$ cat src/rtl/matrix_uart_parser.sv
`timescale 1ns/1ps
`default_nettype none
// +----------------------------------------------------------------------+
// | matrix_uart_parser                                                   |
// | Parses an ASCII decimal stream into row-major matrix element writes. |
// | Revision: 1.0                                                        |
// +----------------------------------------------------------------------+
module matrix_uart_parser #(
  parameter int DATA_WIDTH = 9,
  parameter int ROWS       = 8,
  parameter int COLS       = 10,
  parameter int ADDR_WIDTH = 7
) (
  input  logic                  clk,
  input  logic                  rst_n,
  input  logic                  start,
  input  logic                  abort,
  output logic                  busy,
  output logic                  done,
  output logic                  err,
  input  logic                  rx_valid,
  input  logic [7:0]            rx_data,
  output logic                  wr_en,
  output logic [ADDR_WIDTH-1:0] wr_addr,
  output logic [DATA_WIDTH-1:0] wr_data
);

  localparam int                    c_acc_w    = DATA_WIDTH + 4;
  localparam logic [c_acc_w-1:0]    c_max_val  = c_acc_w'((1 << DATA_WIDTH) - 1);
  localparam logic [c_acc_w-1:0]    c_ten      = c_acc_w'(10);
  localparam logic [ADDR_WIDTH-1:0] c_last_idx = ADDR_WIDTH'(ROWS * COLS - 1);
  localparam logic [ADDR_WIDTH-1:0] c_idx_one  = ADDR_WIDTH'(1);

  typedef enum logic [2:0] {
    S_IDLE         = 3'd0,
    S_SKIP         = 3'd1,
    S_ACCUM        = 3'd2,
    S_DONE         = 3'd3,
    S_WAIT_RELEASE = 3'd4
  } state_t;

  state_t                r_state, w_state_nxt;
  logic [c_acc_w-1:0]    r_acc, w_acc_nxt;
  logic [c_acc_w-1:0]    w_digit, w_acc_mac;
  logic [ADDR_WIDTH-1:0] r_idx, w_idx_nxt;
  logic                  r_err, w_err_nxt;
  logic                  w_emit, w_byte, w_is_digit, w_is_sep, w_ovf;
  logic                  r_busy, r_done, r_wr_en;
  logic [ADDR_WIDTH-1:0] r_wr_addr;
  logic [DATA_WIDTH-1:0] r_wr_data;

  assign w_is_digit = (rx_data >= 8'h30) && (rx_data <= 8'h39);
  assign w_is_sep   = (rx_data == 8'h20) || (rx_data == 8'h0A) || (rx_data == 8'h0D);
  assign w_byte     = rx_valid && !abort;
  assign w_digit    = {{(c_acc_w-4){1'b0}}, rx_data[3:0]};
  // acc is held at or below c_max_val, so the product never wraps c_acc_w bits
  assign w_acc_mac  = r_acc * c_ten + w_digit;
  assign w_ovf      = w_acc_mac > c_max_val;

  always_comb begin
    w_state_nxt = r_state;
    w_acc_nxt   = r_acc;
    w_idx_nxt   = r_idx;
    w_err_nxt   = r_err;
    w_emit      = 1'b0;
    case (r_state)
      S_IDLE: begin
        if (start) begin
          w_state_nxt = S_SKIP;
          w_acc_nxt   = '0;
          w_idx_nxt   = '0;
          w_err_nxt   = 1'b0;
        end
      end
      S_SKIP: begin
        if (w_byte) begin
          if (w_is_digit) begin
            w_acc_nxt   = w_digit;
            w_state_nxt = S_ACCUM;
          end else if (!w_is_sep) begin
            w_err_nxt = 1'b1;
          end
        end
      end
      S_ACCUM: begin
        if (w_byte) begin
          if (w_is_digit) begin
            if (w_ovf) begin
              w_acc_nxt = c_max_val;
              w_err_nxt = 1'b1;
            end else begin
              w_acc_nxt = w_acc_mac;
            end
          end else if (w_is_sep) begin
            w_emit      = 1'b1;
            w_acc_nxt   = '0;
            w_idx_nxt   = r_idx + c_idx_one;
            w_state_nxt = (r_idx == c_last_idx) ? S_DONE : S_SKIP;
          end else begin
            w_err_nxt = 1'b1;
          end
        end
      end
      S_DONE:         w_state_nxt = S_WAIT_RELEASE;
      S_WAIT_RELEASE: if (!start) w_state_nxt = S_IDLE;
      default:        w_state_nxt = S_IDLE;
    endcase
    // abort drops any number in progress but leaves err for inspection
    if (abort) begin
      w_state_nxt = S_IDLE;
      w_acc_nxt   = '0;
      w_err_nxt   = r_err;
      w_emit      = 1'b0;
    end
  end

  always_ff @(posedge clk or negedge rst_n) begin
    if (!rst_n) begin
      r_state   <= S_IDLE;
      r_acc     <= '0;
      r_idx     <= '0;
      r_err     <= 1'b0;
      r_busy    <= 1'b0;
      r_done    <= 1'b0;
      r_wr_en   <= 1'b0;
      r_wr_addr <= '0;
      r_wr_data <= '0;
    end else begin
      r_state <= w_state_nxt;
      r_acc   <= w_acc_nxt;
      r_idx   <= w_idx_nxt;
      r_err   <= w_err_nxt;
      r_busy  <= (w_state_nxt == S_SKIP) || (w_state_nxt == S_ACCUM) ||
                 (w_state_nxt == S_DONE);
      r_done  <= (r_state == S_DONE) && !abort;
      r_wr_en <= w_emit;
      if (w_emit) begin
        r_wr_addr <= r_idx;
        r_wr_data <= r_acc[DATA_WIDTH-1:0];
      end
    end
  end

  assign busy    = r_busy;
  assign done    = r_done;
  assign err     = r_err;
  assign wr_en   = r_wr_en;
  assign wr_addr = r_wr_addr;
  assign wr_data = r_wr_data;

endmodule
`default_nettype wire

$ cat config.mk
export PLATFORM = sky130hd
export DESIGN_NAME = matrix_uart_parser
export DESIGN_NICKNAME = d
export VERILOG_FILES = /design/src/rtl/matrix_uart_parser.sv
export SDC_FILE = /design/constraint.sdc
export NUM_CORES = 1
export LEC_CHECK = 0
export BUFFER_PORTS_ARGS = -buffer_cell sky130_fd_sc_hd__buf_2
export CAP_MARGIN = 20
export CORE_MARGIN = 1
export CORE_UTILIZATION = 50
export DETAILED_ROUTE_END_ITERATION = 6
export GPL_ROUTABILITY_DRIVEN = 0
export GPL_TIMING_DRIVEN = 0
export PLACE_DENSITY = 0.77
export SLEW_MARGIN = 15
export SYNTH_ARGS = -nofsm -noshare
export SYNTH_HDL_FRONTEND = slang
export SYNTH_SLANG_ARGS = --single-unit
export TNS_END_PERCENT = 5
$ cat constraint.sdc
create_clock -name clk -period 6.4 [get_ports clk]
set_input_delay 1.28 -clock clk [delete_from_list [all_inputs] [get_ports clk]]
set_output_delay 1.28 -clock clk [all_outputs]
set_load 0.005 [all_outputs]
==> impl_metrics.csv, run 1 <==
group,metric,value,unit
run_status,status,"completed",
final_layout,final_area,0.00315,mm²
global_route,grt_most_used_layer,"met2",
pwr,p_leak,1.57,nW
final_layout,fin_cells,394,
floorplan,die_x,77.1,µm
clock_network,cts_resized,0,
timing,setup_viol,0,
detailed_routing,drtPass1Iterations,4,
timing,clock.fmax,0.278,GHz
setup_path,critPathCaptureType,"flip-flop",
yosys,synthDistinctLibCells,61,
final_layout,multi_input_area,0.00171,mm²
timing,clock-skew-final,0.00798,ns
setup_path,cp.required,6.55,ns
timing,maxSlewViolCount,0,
clock_network,cts_tree,"done",
clock_network,path_clk_slew,0.08,ns
timing,hold_slack,0.479,ns
floorplan,core_area,0.00527,mm²
timing,worst_slew_pin_slew,0.918,ns
setup_path,slowest_stage,"a221oi_4",
yosys,synth_warnings,0,
yosys,ys.flop_type,"dfrtp_1",
yosys,synth_area,0.00282,mm²
timing,slew_headroom,38.8,%
clock_network,worstSkewPairLatency,0.29,ns
pwr,peakVddDrop,0.108,mV
final_layout,drive_above_1_share,21.3,%
global_route,grt_util_all_layers,21.2,%
floorplan,die_y,77.1,µm
min_path,hold_class,"flip-flop to flip-flop",
pwr,p_per_area,151,mW/mm²
clock_network,clockBufferDepth,2,
global_route,grt_util_met3,2.98,%
timing,period_minus_slack,3.59,ns
setup_path,critPathKind,"flip-flop to flip-flop",
floorplan,num_io_pins,33,
timing,setup_tns,0,ns
floorplan,dieArea,0.00594,mm²
global_route,grt_pass1_vias,2212,
clock_network,hold_buffers,0,
timing,hold_viol,0,
clock_network,cts_root_buf,"clkbuf_8",
timing,rsz0062_at_grt,"no",
final_layout,regArea,0.00105,mm²
yosys,syn-num-nets,321,
global_route,met1_usage,26.7,%
floorplan,initial_core_util,53.5,%
final_layout,syn_to_final_growth,11.9,%
setup_path,startpoint_type,"flip-flop",
yosys,ys_ff_latch,42,
placement,dpl_cell_area,0.00306,mm²
setup_path,crit_path_cell_trace,"ha_1, ha_1, fa_1, a21oi_1, o211ai_1, and3_2, a211o_1, a211o_1, a221oi_4, o21ai_1",
clock_network,cts_sinks,42,
global_route,grt_pass1_wl,10100,µm
global_route,grt_max_degree,43,
detailed_routing,ant_nets,0,
timing,min_period_over_period,56.1,%
detailed_routing,drt-total-wl,5960,µm
placement,dp_hpwl,4600,µm
final_layout,fill_cells,468,
detailed_routing,num_vias,2343,
final_layout,insertedDiodeCount,0,
detailed_routing,drtIter0Drc,117,
setup_path,cp_max_fo,10,
global_route,grt_overflow,0,
pwr,total_power,0.477,mW
final_layout,nNetsFinal,359,
placement,io_buffer_count,31,
run,maxCapViolCount,0,
clock_network,post_cts_buffers,0,
setup_path,max_stage_delay,0.48,ns
yosys,synth_async_sr_flop_share,100,%
yosys,synthCells,285,
placement,dpl.cell_count,386,
yosys,synth-edff-count,0,
global_route,grtUsageMet2,37.1,%
detailed_routing,routedWlPerCell,15.1,µm
yosys,synth-seq-area-share,37.3,%
detailed_routing,vias_per_cell,5.95,
timing,setup_slack,2.81,ns
clock_network,htree_levels,2,
setup_path,cp.arrival,3.74,ns
yosys,avgSynthCellArea,9.89,µm²
placement,pre_cts_slack,2.66,ns
detailed_routing,drc,0,
floorplan,rows,26,
clock_network,cts_made_buffers,5,
global_route,antenna_found_initial,0,
final_layout,fin_util,59.8,%
## cell usage after synthesis, types with 3 or more instances
master	count	area, µm²
dfrtp_1	42	1050
a22oi_1	4	30.0
nand4_1	3	18.8
nor3_1	9	45.0
a31oi_1	5	31.3
o21ai_0	9	45.0
nand2b_1	3	18.8
nor2b_1	5	31.3
ha_1	21	263
o21ai_1	11	55.1
xor2_1	8	70.1
a211o_1	3	26.3
nand2_1	13	48.8
nand3_1	6	30.0
o211ai_1	5	37.5
a32oi_1	5	43.8
clkbuf_1	7	26.3
inv_1	8	30.0
a21oi_1	16	80.1
and3_1	7	43.8
mux2_2	15	169
xnor2_1	7	61.3
nor2_1	26	97.6
## cells in the final DEF (no fill, tap or decap), types with 3 or more instances in the layout
cell,count
nand2_1,13
nor2_1,26
a31oi_1,5
o211ai_1,5
nor3_1,9
ha_1,21
nor2b_1,5
a21oi_1,16
o21ai_0,9
nand3_1,6
inv_1,8
xor2_1,8
nand4_1,3
clkbuf_1,8
nand2b_1,3
a211o_1,3
and3_1,7
mux2_2,15
a22oi_1,4
dfrtp_1,42
xnor2_1,7
buf_2,32
clkbuf_8,6
o21ai_1,11
a32oi_1,5
## per-layer routing
layer	routed length (µm)	vias to the layer above
li1	-	1146
met4	81	0
met5	0	-
met3	225	12
met2	2900	66
met1	2740	1119
## area by class of cell
cell class,count,share of cell area [%]
well taps,70,2.78
repair buffers,31,4.92
clock inverters,1,0.159
multi-input cells,227,54.1
plain buffers,8,0.992
flip-flops and latches,42,33.3
clock buffers,7,2.74
inverters,8,0.952
## cell families after synthesis
kind of cell | after synthesis | synth area share, %
simple gates | 94 | 19.0
xor+xnor | 15 | 4.66
buf+inv | 16 | 2.17
compound gates | 78 | 19.5
fa+ha+maj | 23 | 10.7
flops | 42 | 37.3
mux | 17 | 6.70
## power breakdown
part	switching, mW	internal [mW]	leakage [nW]
Clock	0.0830	0.0870	0.0482
Sequential	0.000892	0.268	0.584
Combinational	0.0260	0.0130	0.937
## final timing paths
check,from,to,slack (ns),depth (start not counted)
max in group asynchronous,rst_n,r_state[2],4.70,1
worst min register to register,wr_addr[1],wr_addr[1],0.48,2
worst max-delay path,r_acc[1],r_acc[0],2.81,10
worst max register to register,r_acc[1],r_acc[0],2.81,10
worst min-delay path,wr_addr[1],wr_addr[1],0.48,2
min in group asynchronous,rst_n,wr_addr[1],1.12,1
## registers in the layout, summed over array words and instances, names as in the netlist
register / flops
done: 1
r_idx: 7
r_state: 3
busy: 1
wr_data: 9
wr_addr: 7
err: 1
wr_en: 1
r_acc: 12
## worst max-delay path: cells and delay by family (launching register included)
family                   cells  cell delay [ns]
AO/OA/AOI/OAI                6             1.72
adder cells (fa/ha/maj)      3             1.02
flip-flops                   1             0.47
AND/OR/NAND/NOR              1             0.23
No activity file was read; power rests on OpenSTA's default activity.
==> run 2: changes to the inputs <==
--- a/config.mk
+++ b/config.mk
@@ -12,7 +12,7 @@
 export DETAILED_ROUTE_END_ITERATION = 6
 export GPL_ROUTABILITY_DRIVEN = 0
 export GPL_TIMING_DRIVEN = 0
-export PLACE_DENSITY = 0.77
+export PLACE_DENSITY = 0.8
 export SLEW_MARGIN = 15
 export SYNTH_ARGS = -nofsm -noshare
 export SYNTH_HDL_FRONTEND = slang
==> constraint.sdc (replaced) <==
create_clock -name clk -period 3.1 [get_ports clk]
set_input_delay 0.62 -clock clk [delete_from_list [all_inputs] [get_ports clk]]
set_output_delay 0.62 -clock clk [all_outputs]
set_load 0.005 [all_outputs]
==> impl_metrics.csv, run 2 (synthesized netlist as in run 1, its figures left out) <==
group,metric,value,unit
pwr,peakVddDrop,0.338,mV
detailed_routing,num_vias,2425,
pwr,pwr-share-comb,6.9,%
clock_network,worstSkewPairLatency,0.31,ns
pwr,total_power,1.17,mW
pwr,switching_share,22.7,%
setup_path,startpoint_type,"flip-flop",
final_layout,largest_reg_flops,12,
floorplan,dieArea,0.00594,mm²
detailed_routing,drt-total-wl,6930,µm
clock_network,cts_root_buf,"clkbuf_8",
setup_path,slowest_stage,"dfrtp_2",
timing,clock.fmax,0.316,GHz
final_layout,insertedDiodeCount,0,
clock_network,cts_sinks,42,
run_status,violations,"negative setup slack",
pwr,p_int,0.902,mW
final_layout,drive_above_1_share,27.4,%
setup_path,critPathKind,"flip-flop to flip-flop",
clock_network,htree_levels,2,
timing,hold_viol,0,
clock_network,hold_buffers,0,
timing,min_period_over_period,102,%
timing,setup_slack,-0.0597,ns
global_route,grt_overflow,0,
timing,slew_headroom,37.0,%
floorplan,num_io_pins,33,
global_route,antenna_found_initial,0,
detailed_routing,drtPass1Iterations,4,
global_route,grt_util_all_layers,23.2,%
clock_network,clockBufferDepth,2,
floorplan,initial_core_util,53.5,%
floorplan,rows,26,
final_layout,nNetsFinal,367,
setup_path,cp_max_fo,10,
final_layout,fin_cells,402,
global_route,grt_pass1_vias,2337,
detailed_routing,drtIter0Drc,166,
setup_path,crit_path_cell_trace,"ha_1, ha_2, o21ai_0, nor2_2, o211ai_1, or2_1, a211o_1, a221oi_4, buf_12, o21ai_1",
placement,dp_hpwl,4590,µm
floorplan,core_area,0.00527,mm²
clock_network,cts_tree,"done",
setup_path,cp_top_family,"compound AO/OA/AOI/OAI gates",
final_layout,final_cell_mix,"dfrtp_1 (39), buf_2 (32), nor2_1 (25), ha_1 (18), mux2_2 (15)",
pwr,clkPwrFrac,45.6,%
setup_path,path_buf_inv,1,
timing,setup_tns,-0.427,ns
detailed_routing,vias_per_cell,6.03,
timing,setup_viol,10,
final_layout,layout_commonest_cell,"dfrtp_1",
final_layout,largest_register,"r_acc",
pwr,p_leak,1.64,nW
placement,io_buffer_count,31,
detailed_routing,drc,0,
setup_path,reg2reg_depth,10,
setup_path,cp.required,3.28,ns
setup_path,critPathCaptureType,"flip-flop",
placement,dpl.cell_count,386,
floorplan,die_x,77.1,µm
timing,rsz0062_at_grt,"yes",
floorplan,die_y,77.1,µm
run_status,status,"finished, violations left",
pwr,p_seq_share,47.5,%
timing,period_minus_slack,3.16,ns
setup_path,r2r_start,"r_acc[3]",
clock_network,path_clk_slew,0.09,ns
detailed_routing,routedWlPerCell,17.2,µm
pwr,p_per_area,345,mW/mm²
setup_path,cp.arrival,3.34,ns
setup_path,max_stage_delay,0.46,ns
final_layout,syn_to_final_growth,19.8,%
min_path,hold_class,"primary input to asynchronous set/reset pin",
global_route,grt_max_degree,43,
pwr,power_switching,0.264,mW
detailed_routing,ant_nets,0,
timing,clock-skew-final,0.0116,ns
global_route,grt_pass1_wl,11000,µm
clock_network,cts_made_buffers,5,
setup_path,r2r-end,"r_acc[5]",
run,maxCapViolCount,0,
setup_path,rrSetupSlack,-0.06,ns
timing,maxSlewViolCount,0,
timing,worst_slew_pin_slew,0.945,ns
## run 2: worst max path at each step
stage	start	end	slack [ns]	cells past startpoint
2_1_floorplan	r_acc[1]	err	0.05	10
3_3_place_gp	r_acc[1]	r_acc[3]	-0.26	10
3_5_place_dp	r_acc[1]	r_acc[0]	-0.31	10
4_1_cts	r_acc[1]	r_acc[5]	0.006	11
5_1_grt	r_acc[6]	r_acc[0]	-0.14	10
6_report	r_acc[3]	r_acc[5]	-0.06	10
## run 2: area by class of cell
type                       count  area (µm²)
inverter                       8        30.0
fill                         435        1890
sequential                    42        1050
timing repair buffer          39         231
clock inverter                 3        68.8
multi-input combinational    227        1810
tap                           70        87.6
clock buffer                   5        68.8
buffer                         8        31.3
## run 2: routing by layer
layer / vias up / share of wire, % / routed length [µm] / global-route usage [%]
met5: - / 0 / 0 / 0
met2: 79 / 47 / 3260 / 36.4
met1: 1172 / 46 / 3190 / 31.7
li1: 1158 / - / - / -
met3: 16 / 4.6 / 317 / 3.21
met4: 0 / 2.3 / 159 / 10.0
## run 2: what timing repair did
| item | in CTS | in global routing |
|---|---|---|
| pin swaps | 3 | 4 |
| setup endpoints to repair | 10 | 10 |
| gates resized for setup | 4 | 16 |
| setup buffers | 4 | 4 |
## run 2: through the flow
stage          worst slack [ns]  hold slack, ns  util (%)  cell area [µm²]
2_1_floorplan            0.0453           0.324         -             2820
3_3_place_gp             -0.261           0.464      58.2             3070
3_5_place_dp             -0.312           0.473      58.2             3070
4_1_cts                 0.00577           0.477      61.8             3260
5_1_grt                  -0.136           0.522      64.1             3380
6_report                -0.0597           0.447      64.1             3380
## run 2: power groups by stage
stage	sequential (mW)	combinational [mW]	clock, mW
final	0.554	0.0799	0.532
after detailed placement	0.565	0.0797	0
after global routing	0.555	0.0909	0.559
after global placement	0.565	0.0772	0
after CTS	0.554	0.0802	0.538
after floorplan	0.566	0.0424	0
==> run 3: changes to the inputs <==
--- a/config.mk
+++ b/config.mk
@@ -13,7 +13,8 @@
 export GPL_ROUTABILITY_DRIVEN = 0
 export GPL_TIMING_DRIVEN = 0
 export PLACE_DENSITY = 0.8
-export SLEW_MARGIN = 15
+export RECOVER_POWER = 25
+export SLEW_MARGIN = 10
 export SYNTH_ARGS = -nofsm -noshare
 export SYNTH_HDL_FRONTEND = slang
 export SYNTH_SLANG_ARGS = --single-unit
==> impl_metrics.csv, run 3 (synthesized netlist as in run 1, its figures left out) <==
group,metric,value,unit
global_route,antenna_found_initial,0,
global_route,grt_util_all_layers,23.2,%
clock_network,worstSkewPairLatency,0.31,ns
placement,pre_cts_slack,-0.312,ns
floorplan,rows,26,
final_layout,final_area,0.00338,mm²
final_layout,largest_register,"r_acc",
global_route,grt_overflow,0,
setup_path,cp.required,3.28,ns
placement,dp_hpwl,4590,µm
final_layout,nNetsFinal,367,
timing,clock-skew-final,0.0113,ns
detailed_routing,ant_nets,0,
setup_path,startpoint_type,"flip-flop",
pwr,total_power,1.17,mW
placement,io_buffer_count,31,
pwr,peakVddDrop,0.338,mV
detailed_routing,routedWlPerCell,17.3,µm
clock_network,path_clk_slew,0.09,ns
global_route,grt_pass1_vias,2337,
setup_path,rrSetupSlack,-0.06,ns
final_layout,insertedDiodeCount,0,
floorplan,initial_core_util,53.5,%
pwr,p_leak,1.64,nW
floorplan,num_io_pins,33,
clock_network,htree_levels,2,
timing,setup_slack,-0.0588,ns
global_route,grt_max_degree,43,
timing,slew_headroom,-51.2,%
pwr,p_per_area,345,mW/mm²
clock_network,cts_made_buffers,5,
timing,clock.fmax,0.317,GHz
setup_path,cp_max_fo,10,
clock_network,clockBufferDepth,2,
detailed_routing,drt-total-wl,6940,µm
run_status,status,"finished, violations left",
run,maxCapViolCount,1,
floorplan,dieArea,0.00594,mm²
final_layout,final_cell_mix,"dfrtp_1 (39), buf_2 (31), nor2_1 (25), ha_1 (18), mux2_2 (15)",
final_layout,syn_to_final_growth,19.8,%
placement,dpl_cell_area,0.00307,mm²
detailed_routing,drtIter0Drc,166,
timing,rsz0062_at_grt,"yes",
floorplan,die_y,77.1,µm
setup_path,cp.arrival,3.34,ns
timing,min_period_over_period,102,%
timing,worst_slew_pin_slew,2.27,ns
final_layout,largest_reg_flops,12,
global_route,grt_pass1_wl,11000,µm
timing,hold_viol,0,
final_layout,drive_above_1_share,27.1,%
clock_network,cts_root_buf,"clkbuf_8",
timing,period_minus_slack,3.16,ns
min_path,hold_class,"flip-flop to flip-flop",
floorplan,core_area,0.00527,mm²
final_layout,fin_cells,402,
final_layout,layout_commonest_cell,"dfrtp_1",
floorplan,die_x,77.1,µm
run_status,violations,"max-capacitance violations, max-slew violations, negative setup slack",
placement,dpl.cell_count,386,
clock_network,cts_tree,"done",
detailed_routing,drtPass1Iterations,4,
timing,setup_viol,10,
detailed_routing,vias_per_cell,6.06,
clock_network,cts_sinks,42,
timing,maxSlewViolCount,43,
detailed_routing,drc,0,
detailed_routing,num_vias,2436,
setup_path,critPathKind,"flip-flop to flip-flop",
setup_path,critPathCaptureType,"flip-flop",
## run 3: cell count changes in the layout (fill, tap and decap cells not counted), sizes merged
cell	delta
buf	-1
clkbuf	+1
## run 3: worst paths after layout
path,startpoint,endpoint,cells past startpoint
hold reg to reg,wr_addr[1],wr_addr[1],2
hold / removal,wr_addr[1],wr_addr[1],2
setup / recovery,r_acc[3],r_acc[5],10
setup reg to reg,r_acc[3],r_acc[5],10
max in group asynchronous,rst_n,r_acc[2],1
min in group asynchronous,rst_n,done,1
## run 3: critical path, stage by stage, from the launching register on
cell,delay [ns]
dfrtp_2,0.46
ha_1,0.32
ha_2,0.44
o21ai_0,0.19
nor2_2,0.28
o211ai_1,0.18
or2_1,0.29
a211o_1,0.32
a221oi_4,0.32
buf_12,0.16
o21ai_1,0.07
## run 3: where the power goes
group	total, mW	internal [mW]	switching [mW]	leakage (nW)
sequential	0.554	0.552	0.00177	0.579
combinational	0.0797	0.0264	0.0533	0.993
clock	0.532	0.323	0.209	0.0683
total	1.17	0.901	0.264	1.64
## run 3: metrics by stage
stage | util [%] | hold WS (ns) | TNS (ns)
6_report | 64.1 | 0.491 | -0.420
5_1_grt | 64.1 | 0.522 | -1.29
4_1_cts | 61.8 | 0.477 | 0
3_5_place_dp | 58.2 | 0.473 | -2.88
3_3_place_gp | 58.2 | 0.464 | -2.31
2_1_floorplan | - | 0.324 | 0
## run 3: timing repair
item                       CTS  global route
pin swaps                    3             4
resized for setup            4            16
setup buffers                4             4
setup endpoints to repair   10            10
hold buffers                 0             0
## run 3: metal layers
layer  vias up  global-route usage (%)  share of wire (%)
met5         -                       0                  0
met4         0                    10.0                2.3
met3        16                    3.21                4.3
met2        79                    36.4                 47
met1      1181                    31.7                 46
li1       1160                       -                  -
## run 3: area by class of cell
class,count,area (µm²)
buffer,8,31.3
timing repair buffer,39,230
clock inverter,3,68.8
multi-input combinational,227,1810
tap,70,87.6
clock buffer,5,68.8
sequential,42,1050
fill,436,1890
inverter,8,30.0
